`src/rtl/pipeline_sched_if.sv`:
```
// Hazard-request inputs and stall/flush control outputs for the pipeline scheduler.
// The slave modport is the scheduler; the master modport is the pipeline side.
interface pipeline_sched_if #(
   parameter int CNT_W = 16
);
   logic [4:0]       IF_ID_RSaddr_i;
   logic [4:0]       IF_ID_RTaddr_i;
   logic [4:0]       ID_EX_RTaddr_i;
   logic             ID_EX_MemRead_i;
   logic             ID_muldiv_i;
   logic             EX_branch_taken_i;
   logic             MEM_dmem_wait_i;
   logic             PC_stall_o;
   logic             IF_ID_stall_o;
   logic             ID_EX_bubble_o;
   logic             EX_MEM_stall_o;
   logic             IF_ID_flush_o;
   logic             ID_EX_flush_o;
   logic             muldiv_start_o;
   logic             muldiv_busy_o;
   logic [1:0]       state_o;
   logic [CNT_W-1:0] stall_cnt_o;

   modport master (
      output IF_ID_RSaddr_i, IF_ID_RTaddr_i, ID_EX_RTaddr_i, ID_EX_MemRead_i,
             ID_muldiv_i, EX_branch_taken_i, MEM_dmem_wait_i,
      input  PC_stall_o, IF_ID_stall_o, ID_EX_bubble_o, EX_MEM_stall_o,
             IF_ID_flush_o, ID_EX_flush_o, muldiv_start_o, muldiv_busy_o,
             state_o, stall_cnt_o
   );

   modport slave (
      input  IF_ID_RSaddr_i, IF_ID_RTaddr_i, ID_EX_RTaddr_i, ID_EX_MemRead_i,
             ID_muldiv_i, EX_branch_taken_i, MEM_dmem_wait_i,
      output PC_stall_o, IF_ID_stall_o, ID_EX_bubble_o, EX_MEM_stall_o,
             IF_ID_flush_o, ID_EX_flush_o, muldiv_start_o, muldiv_busy_o,
             state_o, stall_cnt_o
   );
endinterface

```
`src/rtl/pipeline_sched.sv`:
```
// Central stall/flush scheduler for the 5-stage pipeline: load-use, taken branch,
// multi-cycle mul/div occupancy and data-memory wait, plus a saturating stall counter.
module pipeline_sched #(
   parameter int MULDIV_LAT = 4,   // 2..15
   parameter int CNT_W      = 16   // must match the interface CNT_W
) (
   input  logic             clk_i,
   input  logic             rst_i,
   pipeline_sched_if.slave  bus
);
   typedef enum logic [1:0] {
      RUN    = 2'b00,
      MULDIV = 2'b01,
      FLUSH  = 2'b10
   } state_t;

   state_t           r_state;
   logic [3:0]       r_mdcnt;
   logic [CNT_W-1:0] r_stall_cnt;

   logic w_lu;
   logic w_pc_stall;
   logic w_ifid_stall;
   logic w_bubble;
   logic w_exmem_stall;
   logic w_ifid_flush;
   logic w_idex_flush;
   logic w_start;

   // Register $0 is hardwired zero, so a load targeting it never hazards.
   assign w_lu = bus.ID_EX_MemRead_i && (bus.ID_EX_RTaddr_i != 5'd0) &&
                 ((bus.ID_EX_RTaddr_i == bus.IF_ID_RSaddr_i) ||
                  (bus.ID_EX_RTaddr_i == bus.IF_ID_RTaddr_i));

   always_comb begin
      w_pc_stall    = 1'b0;
      w_ifid_stall  = 1'b0;
      w_bubble      = 1'b0;
      w_exmem_stall = 1'b0;
      w_ifid_flush  = 1'b0;
      w_idex_flush  = 1'b0;
      w_start       = 1'b0;
      if (bus.MEM_dmem_wait_i) begin
         w_pc_stall    = 1'b1;
         w_ifid_stall  = 1'b1;
         w_exmem_stall = 1'b1;
      end else if (bus.EX_branch_taken_i) begin
         w_ifid_flush = 1'b1;
         w_idex_flush = 1'b1;
      end else if (r_state == MULDIV || (r_state == RUN && w_lu)) begin
         w_pc_stall   = 1'b1;
         w_ifid_stall = 1'b1;
         w_bubble     = 1'b1;
      end else if (r_state == RUN && bus.ID_muldiv_i) begin
         w_start = 1'b1;
      end
   end

   // The mul/div window keeps counting through memory waits and taken branches.
   always_ff @(posedge clk_i or negedge rst_i) begin
      if (!rst_i) begin
         r_state     <= RUN;
         r_mdcnt     <= 4'd0;
         r_stall_cnt <= '0;
      end else begin
         if (w_pc_stall && r_stall_cnt != {CNT_W{1'b1}})
            r_stall_cnt <= r_stall_cnt + CNT_W'(1);
         case (r_state)
            RUN: begin
               if (!bus.MEM_dmem_wait_i && bus.EX_branch_taken_i) begin
                  r_state <= FLUSH;
               end else if (w_start) begin
                  r_state <= MULDIV;
                  r_mdcnt <= 4'(MULDIV_LAT - 1);
               end
            end
            MULDIV: begin
               r_mdcnt <= r_mdcnt - 4'd1;
               if (r_mdcnt <= 4'd1)
                  r_state <= RUN;
            end
            FLUSH: begin
               if (!bus.MEM_dmem_wait_i)
                  r_state <= bus.EX_branch_taken_i ? FLUSH : RUN;
            end
            default: r_state <= RUN;
         endcase
      end
   end

   assign bus.PC_stall_o     = w_pc_stall;
   assign bus.IF_ID_stall_o  = w_ifid_stall;
   assign bus.ID_EX_bubble_o = w_bubble;
   assign bus.EX_MEM_stall_o = w_exmem_stall;
   assign bus.IF_ID_flush_o  = w_ifid_flush;
   assign bus.ID_EX_flush_o  = w_idex_flush;
   assign bus.muldiv_start_o = w_start;
   assign bus.muldiv_busy_o  = (r_state == MULDIV);
   assign bus.state_o        = r_state;
   assign bus.stall_cnt_o    = r_stall_cnt;
endmodule

```
`src/flat_wrapper.sv`:
```
// flat-port wrapper written by rule: the top's interface ports become plain ports
module pipeline_sched_flat 
#(
   parameter int MULDIV_LAT = 4,           
   parameter int CNT_W      = 16                                    
)
  (clk_i, rst_i, bus_IF_ID_RSaddr_i, bus_IF_ID_RTaddr_i, bus_ID_EX_RTaddr_i, bus_ID_EX_MemRead_i, bus_ID_muldiv_i, bus_EX_branch_taken_i, bus_MEM_dmem_wait_i, bus_PC_stall_o, bus_IF_ID_stall_o, bus_ID_EX_bubble_o, bus_EX_MEM_stall_o, bus_IF_ID_flush_o, bus_ID_EX_flush_o, bus_muldiv_start_o, bus_muldiv_busy_o, bus_state_o, bus_stall_cnt_o);
  pipeline_sched_if #(.CNT_W(CNT_W)) bus_i ();
  input  logic clk_i;
  input  logic rst_i;
  input wire logic [$bits(bus_i.IF_ID_RSaddr_i)-1:0] bus_IF_ID_RSaddr_i;
  input wire logic [$bits(bus_i.IF_ID_RTaddr_i)-1:0] bus_IF_ID_RTaddr_i;
  input wire logic [$bits(bus_i.ID_EX_RTaddr_i)-1:0] bus_ID_EX_RTaddr_i;
  input wire logic [$bits(bus_i.ID_EX_MemRead_i)-1:0] bus_ID_EX_MemRead_i;
  input wire logic [$bits(bus_i.ID_muldiv_i)-1:0] bus_ID_muldiv_i;
  input wire logic [$bits(bus_i.EX_branch_taken_i)-1:0] bus_EX_branch_taken_i;
  input wire logic [$bits(bus_i.MEM_dmem_wait_i)-1:0] bus_MEM_dmem_wait_i;
  output wire logic [$bits(bus_i.PC_stall_o)-1:0] bus_PC_stall_o;
  output wire logic [$bits(bus_i.IF_ID_stall_o)-1:0] bus_IF_ID_stall_o;
  output wire logic [$bits(bus_i.ID_EX_bubble_o)-1:0] bus_ID_EX_bubble_o;
  output wire logic [$bits(bus_i.EX_MEM_stall_o)-1:0] bus_EX_MEM_stall_o;
  output wire logic [$bits(bus_i.IF_ID_flush_o)-1:0] bus_IF_ID_flush_o;
  output wire logic [$bits(bus_i.ID_EX_flush_o)-1:0] bus_ID_EX_flush_o;
  output wire logic [$bits(bus_i.muldiv_start_o)-1:0] bus_muldiv_start_o;
  output wire logic [$bits(bus_i.muldiv_busy_o)-1:0] bus_muldiv_busy_o;
  output wire logic [$bits(bus_i.state_o)-1:0] bus_state_o;
  output wire logic [$bits(bus_i.stall_cnt_o)-1:0] bus_stall_cnt_o;
  assign bus_i.IF_ID_RSaddr_i = bus_IF_ID_RSaddr_i;
  assign bus_i.IF_ID_RTaddr_i = bus_IF_ID_RTaddr_i;
  assign bus_i.ID_EX_RTaddr_i = bus_ID_EX_RTaddr_i;
  assign bus_i.ID_EX_MemRead_i = bus_ID_EX_MemRead_i;
  assign bus_i.ID_muldiv_i = bus_ID_muldiv_i;
  assign bus_i.EX_branch_taken_i = bus_EX_branch_taken_i;
  assign bus_i.MEM_dmem_wait_i = bus_MEM_dmem_wait_i;
  assign bus_PC_stall_o = bus_i.PC_stall_o;
  assign bus_IF_ID_stall_o = bus_i.IF_ID_stall_o;
  assign bus_ID_EX_bubble_o = bus_i.ID_EX_bubble_o;
  assign bus_EX_MEM_stall_o = bus_i.EX_MEM_stall_o;
  assign bus_IF_ID_flush_o = bus_i.IF_ID_flush_o;
  assign bus_ID_EX_flush_o = bus_i.ID_EX_flush_o;
  assign bus_muldiv_start_o = bus_i.muldiv_start_o;
  assign bus_muldiv_busy_o = bus_i.muldiv_busy_o;
  assign bus_state_o = bus_i.state_o;
  assign bus_stall_cnt_o = bus_i.stall_cnt_o;
  pipeline_sched #(.MULDIV_LAT(MULDIV_LAT), .CNT_W(CNT_W)) u_core (.clk_i(clk_i), .rst_i(rst_i), .bus(bus_i));
endmodule
```
`config.mk`:
```
export PLATFORM = sky130hd
export DESIGN_NAME = pipeline_sched_flat
export DESIGN_NICKNAME = d
export VERILOG_FILES = /design/src/rtl/pipeline_sched_if.sv /design/src/rtl/pipeline_sched.sv /design/src/flat_wrapper.sv
export SDC_FILE = /design/constraint.sdc
export NUM_CORES = 1
export LEC_CHECK = 0
export ABC_AREA = 0
export CAP_MARGIN = 20
export CORE_UTILIZATION = 41
export DETAILED_ROUTE_END_ITERATION = 16
export PLACE_DENSITY = 0.74
export SYNTH_ARGS = -nofsm -noshare
export SYNTH_HDL_FRONTEND = slang
export SYNTH_SLANG_ARGS = --single-unit
```
`constraint.sdc`:
```
create_clock -name clk_i -period 2.9 [get_ports clk_i]
set_input_delay 0.58 -clock clk_i [delete_from_list [all_inputs] [get_ports clk_i]]
set_output_delay 0.58 -clock clk_i [all_outputs]
set_load 0.1 [all_outputs]
```
==> results of run 1 <==
==> flip-flops by register name, summed over array words and instances, names as in the netlist <==
signal,flops
u_core.r_mdcnt,4
u_core.bus.state_o,2
u_core.bus.stall_cnt_o,16
==> layout by cell type (no fill, tap or decap), types with 5 or more instances in the layout <==
cell type	count
buf_4	25
xor2_1	10
clkdlybuf4s50_1	17
nor2_1	8
and3_1	5
dfrtp_1	20
inv_1	6
xnor2_1	14
nand3_1	7
nand4_1	6
buf_12	8
==> worst reg2reg max path, cell delays in order, from the launching register on <==
cell     delay [ps]
dfrtp_1         420
ha_1            210
nand3_1          90
nor2_1          290
and4_1          290
nand2_1         310
nand2_2         210
mux2_1          340
==> through the flow <==
step | setup slack [ps] | TNS [ps] | hold WS [ps] | cells
after global placement | 8.85 | 0 | 481 | 217
after global routing | 4.02 | 0 | 535 | 224
after CTS | 32.4 | 0 | 512 | 223
after floorplan | -43.6 | -43.6 | 284 | 128
final | 111 | 0 | 510 | 224
after detailed placement | -13.3 | -13.3 | 490 | 217
==> kinds of logic after synthesis <==
group / after synthesis / synth area share
AOI/OAI and AO/OA: 18 / 0.108
xor gates and xnor gates: 24 / 0.162
adders and majority gates: 3 / 0.0289
buffers and inverters: 11 / 0.0472
DFF: 22 / 0.423
muxes: 1 / 0.00866
and+or+nand+nor: 49 / 0.222
==> worst min-delay path by stage <==
| stage | startpoint | to | slack (ps) | cells after the start |
|---|---|---|---|---|
| after floorplan | rst_i | u_core.bus.stall_cnt_o[0] | 280 | 0 |
| after global placement | u_core.bus.stall_cnt_o[9] | u_core.bus.stall_cnt_o[9] | 480 | 1 |
| after detailed placement | u_core.bus.stall_cnt_o[15] | u_core.bus.stall_cnt_o[15] | 490 | 1 |
| after CTS | u_core.bus.stall_cnt_o[15] | u_core.bus.stall_cnt_o[15] | 510 | 1 |
| after global routing | u_core.bus.stall_cnt_o[15] | u_core.bus.stall_cnt_o[15] | 540 | 1 |
| final | u_core.bus.stall_cnt_o[9] | u_core.bus.stall_cnt_o[9] | 510 | 1 |
==> routing by layer <==
layer  GRT usage  vias up  wire length, um
met4      0.0680        0               35
met3      0.0220        4              135
met5           0        -                0
met1       0.225      565             1160
met2       0.332       41             1590
li1            -      555                -
==> power by group through the flow <==
stage	clock, mW	sequential [mW]	combinational (mW)
after floorplan	0	0.879	0.315
final	0.237	0.486	0.959
after global routing	0.255	0.503	1.00
after CTS	0.242	0.484	0.957
after global placement	0	0.487	0.933
after detailed placement	0	0.489	0.953
==> cell type report <==
cell class | count | area (um2)
fill | 255 | 1090
clock buffer | 3 | 22.5
tap | 44 | 55.1
timing repair buffer | 53 | 544
sequential | 22 | 556
multi-input combinational | 95 | 709
clock inverter | 1 | 30.0
inverter | 6 | 22.5
==> what timing repair did <==
item                       4_1_cts  5_1_grt
buffers inserted                 2        1
setup endpoints to repair        1        1
pin swaps                        2        1
hold buffers                     0        0
resized for setup                3        0
==> metrics.txt, run 1 <==
status finished, final reports clean; CTS tree built; f_max 0.359 GHz; RSZ-0062 raised after global routing no; routed len/inst 13.0 um; largest cells by area after synthesis dfrtp_1 (42%), xnor2_1 (9.4%), xor2_1 (6.7%), ha_1 (2.9%), nand4_1 (2.9%); Fin. Hold Viols 0; Async SR Flop Fraction 1.00; Placement Rows 20; num ports 47; gr ovfl total 0; crit path buf inv count 2; CP max stage cell clkdlybuf4s50_1; worst-skew pair later-pin latency 310 ps; area grow syn2layout 49.2%; Synth Instances 128; startpoint types primary input; Max FO, Critical Path 3; leakage power 0.885 nW; Crit Path Class primary input to output pin; fin crit share 0.962; total power 1.68 mW; RR Startpoint u_core.bus.stall_cnt_o[0]; Synth top area share 0.423; Final Cell Area 0.00194 mm2; Register-to-Register Path Depth 7; worst endpoint data arrival time 2210 ps; via/cell ratio 5.20; initial antenna violation count 0; crit path capture type output pin; PD cells 867 mW/mm2; fin nets 205; Max Slew Vio Count 0; H-tree levels 1; Min Clock Period, post-route 2790 ps; total track usage 0.184; Syn Std Cell Area 0.00130 mm2; placed wire-length estimate 2230 um; initial core utilization 0.429; routed vias 1165; CP endpoint bus_muldiv_start_o; synthesized flop and latch total 22; sequential-to-total area share from yosys stat 0.423; Net Sw Frac 0.527; Clock power frac 0.141; top post-synthesis cells by count dfrtp_1 (22), xnor2_1 (14), nor2_1 (10), xor2_1 (10), nand3_1 (7); TritonCTS Buffers 3; Starting DRT DRC Count 20; core area 0.00303 mm2; PortBufs 46; layout cells sized above 1 0.278; CTS sink cnt 22; DRC viols 0; switching power 886 uW; sequential power share 0.289; Worst Clk Skew 4.34 ps; stages on the worst setup path 7; Max IR drop VDD 0.000363 V; Final Setup Violations 0; clock slew at reported path FFs 130 ps; yosys warns 0; die area 0.00340 mm2; P_int 795 uW; largest net degree at the start of global routing 23; vias in the first global route 1127; relative slew slack 0.677; syn_area_per_cell 10.2 um2; first-pass iteration count of the detailed router 4; ant diodes 0; deepest clock path buffer count 2; DP Area 0.00187 mm2; top-count cell post-synth dfrtp_1; area leader, netlist dfrtp_1; CP Data Required Time 2320 ps; Distinct cells, synth 36; worst slew pin tran 484 ps; post-synth net total 152; Post-DRT Antenna Nets 0; launch point of the worst path bus_ID_EX_RTaddr_i[1]; combinational share of power 0.570; CP top delay family buffers and inverters; maxcap violations 0; Synth Flop Type dfrtp_1; utilization after layout 0.640; Root Driver clkbuf_4; Die Y 58.3 um; flop-to-flop setup slack 630 ps; first-pass GRT wire length 4850 um; Critical R2R Capture u_core.bus.stall_cnt_o[1]; Die Wd 58.3 um; Post-synth EDFFs 0; slowest stage delay, CP 540 ps; Routability Congestion 0.773; Hold Crit Class register to register; worst path cell trace clkdlybuf4s50_1, xor2_1, nor2_1, a22oi_2, o211ai_1, nor3_4, buf_12; Routed WL 2920 um
(Power assumes the default switching activity.)
==> run 2: changes to the inputs <==
- CTS_CLUSTER_SIZE: unset -> 10
==> results of run 2 <==
The final DEF is identical to that of run 1; final timing and power are the same.
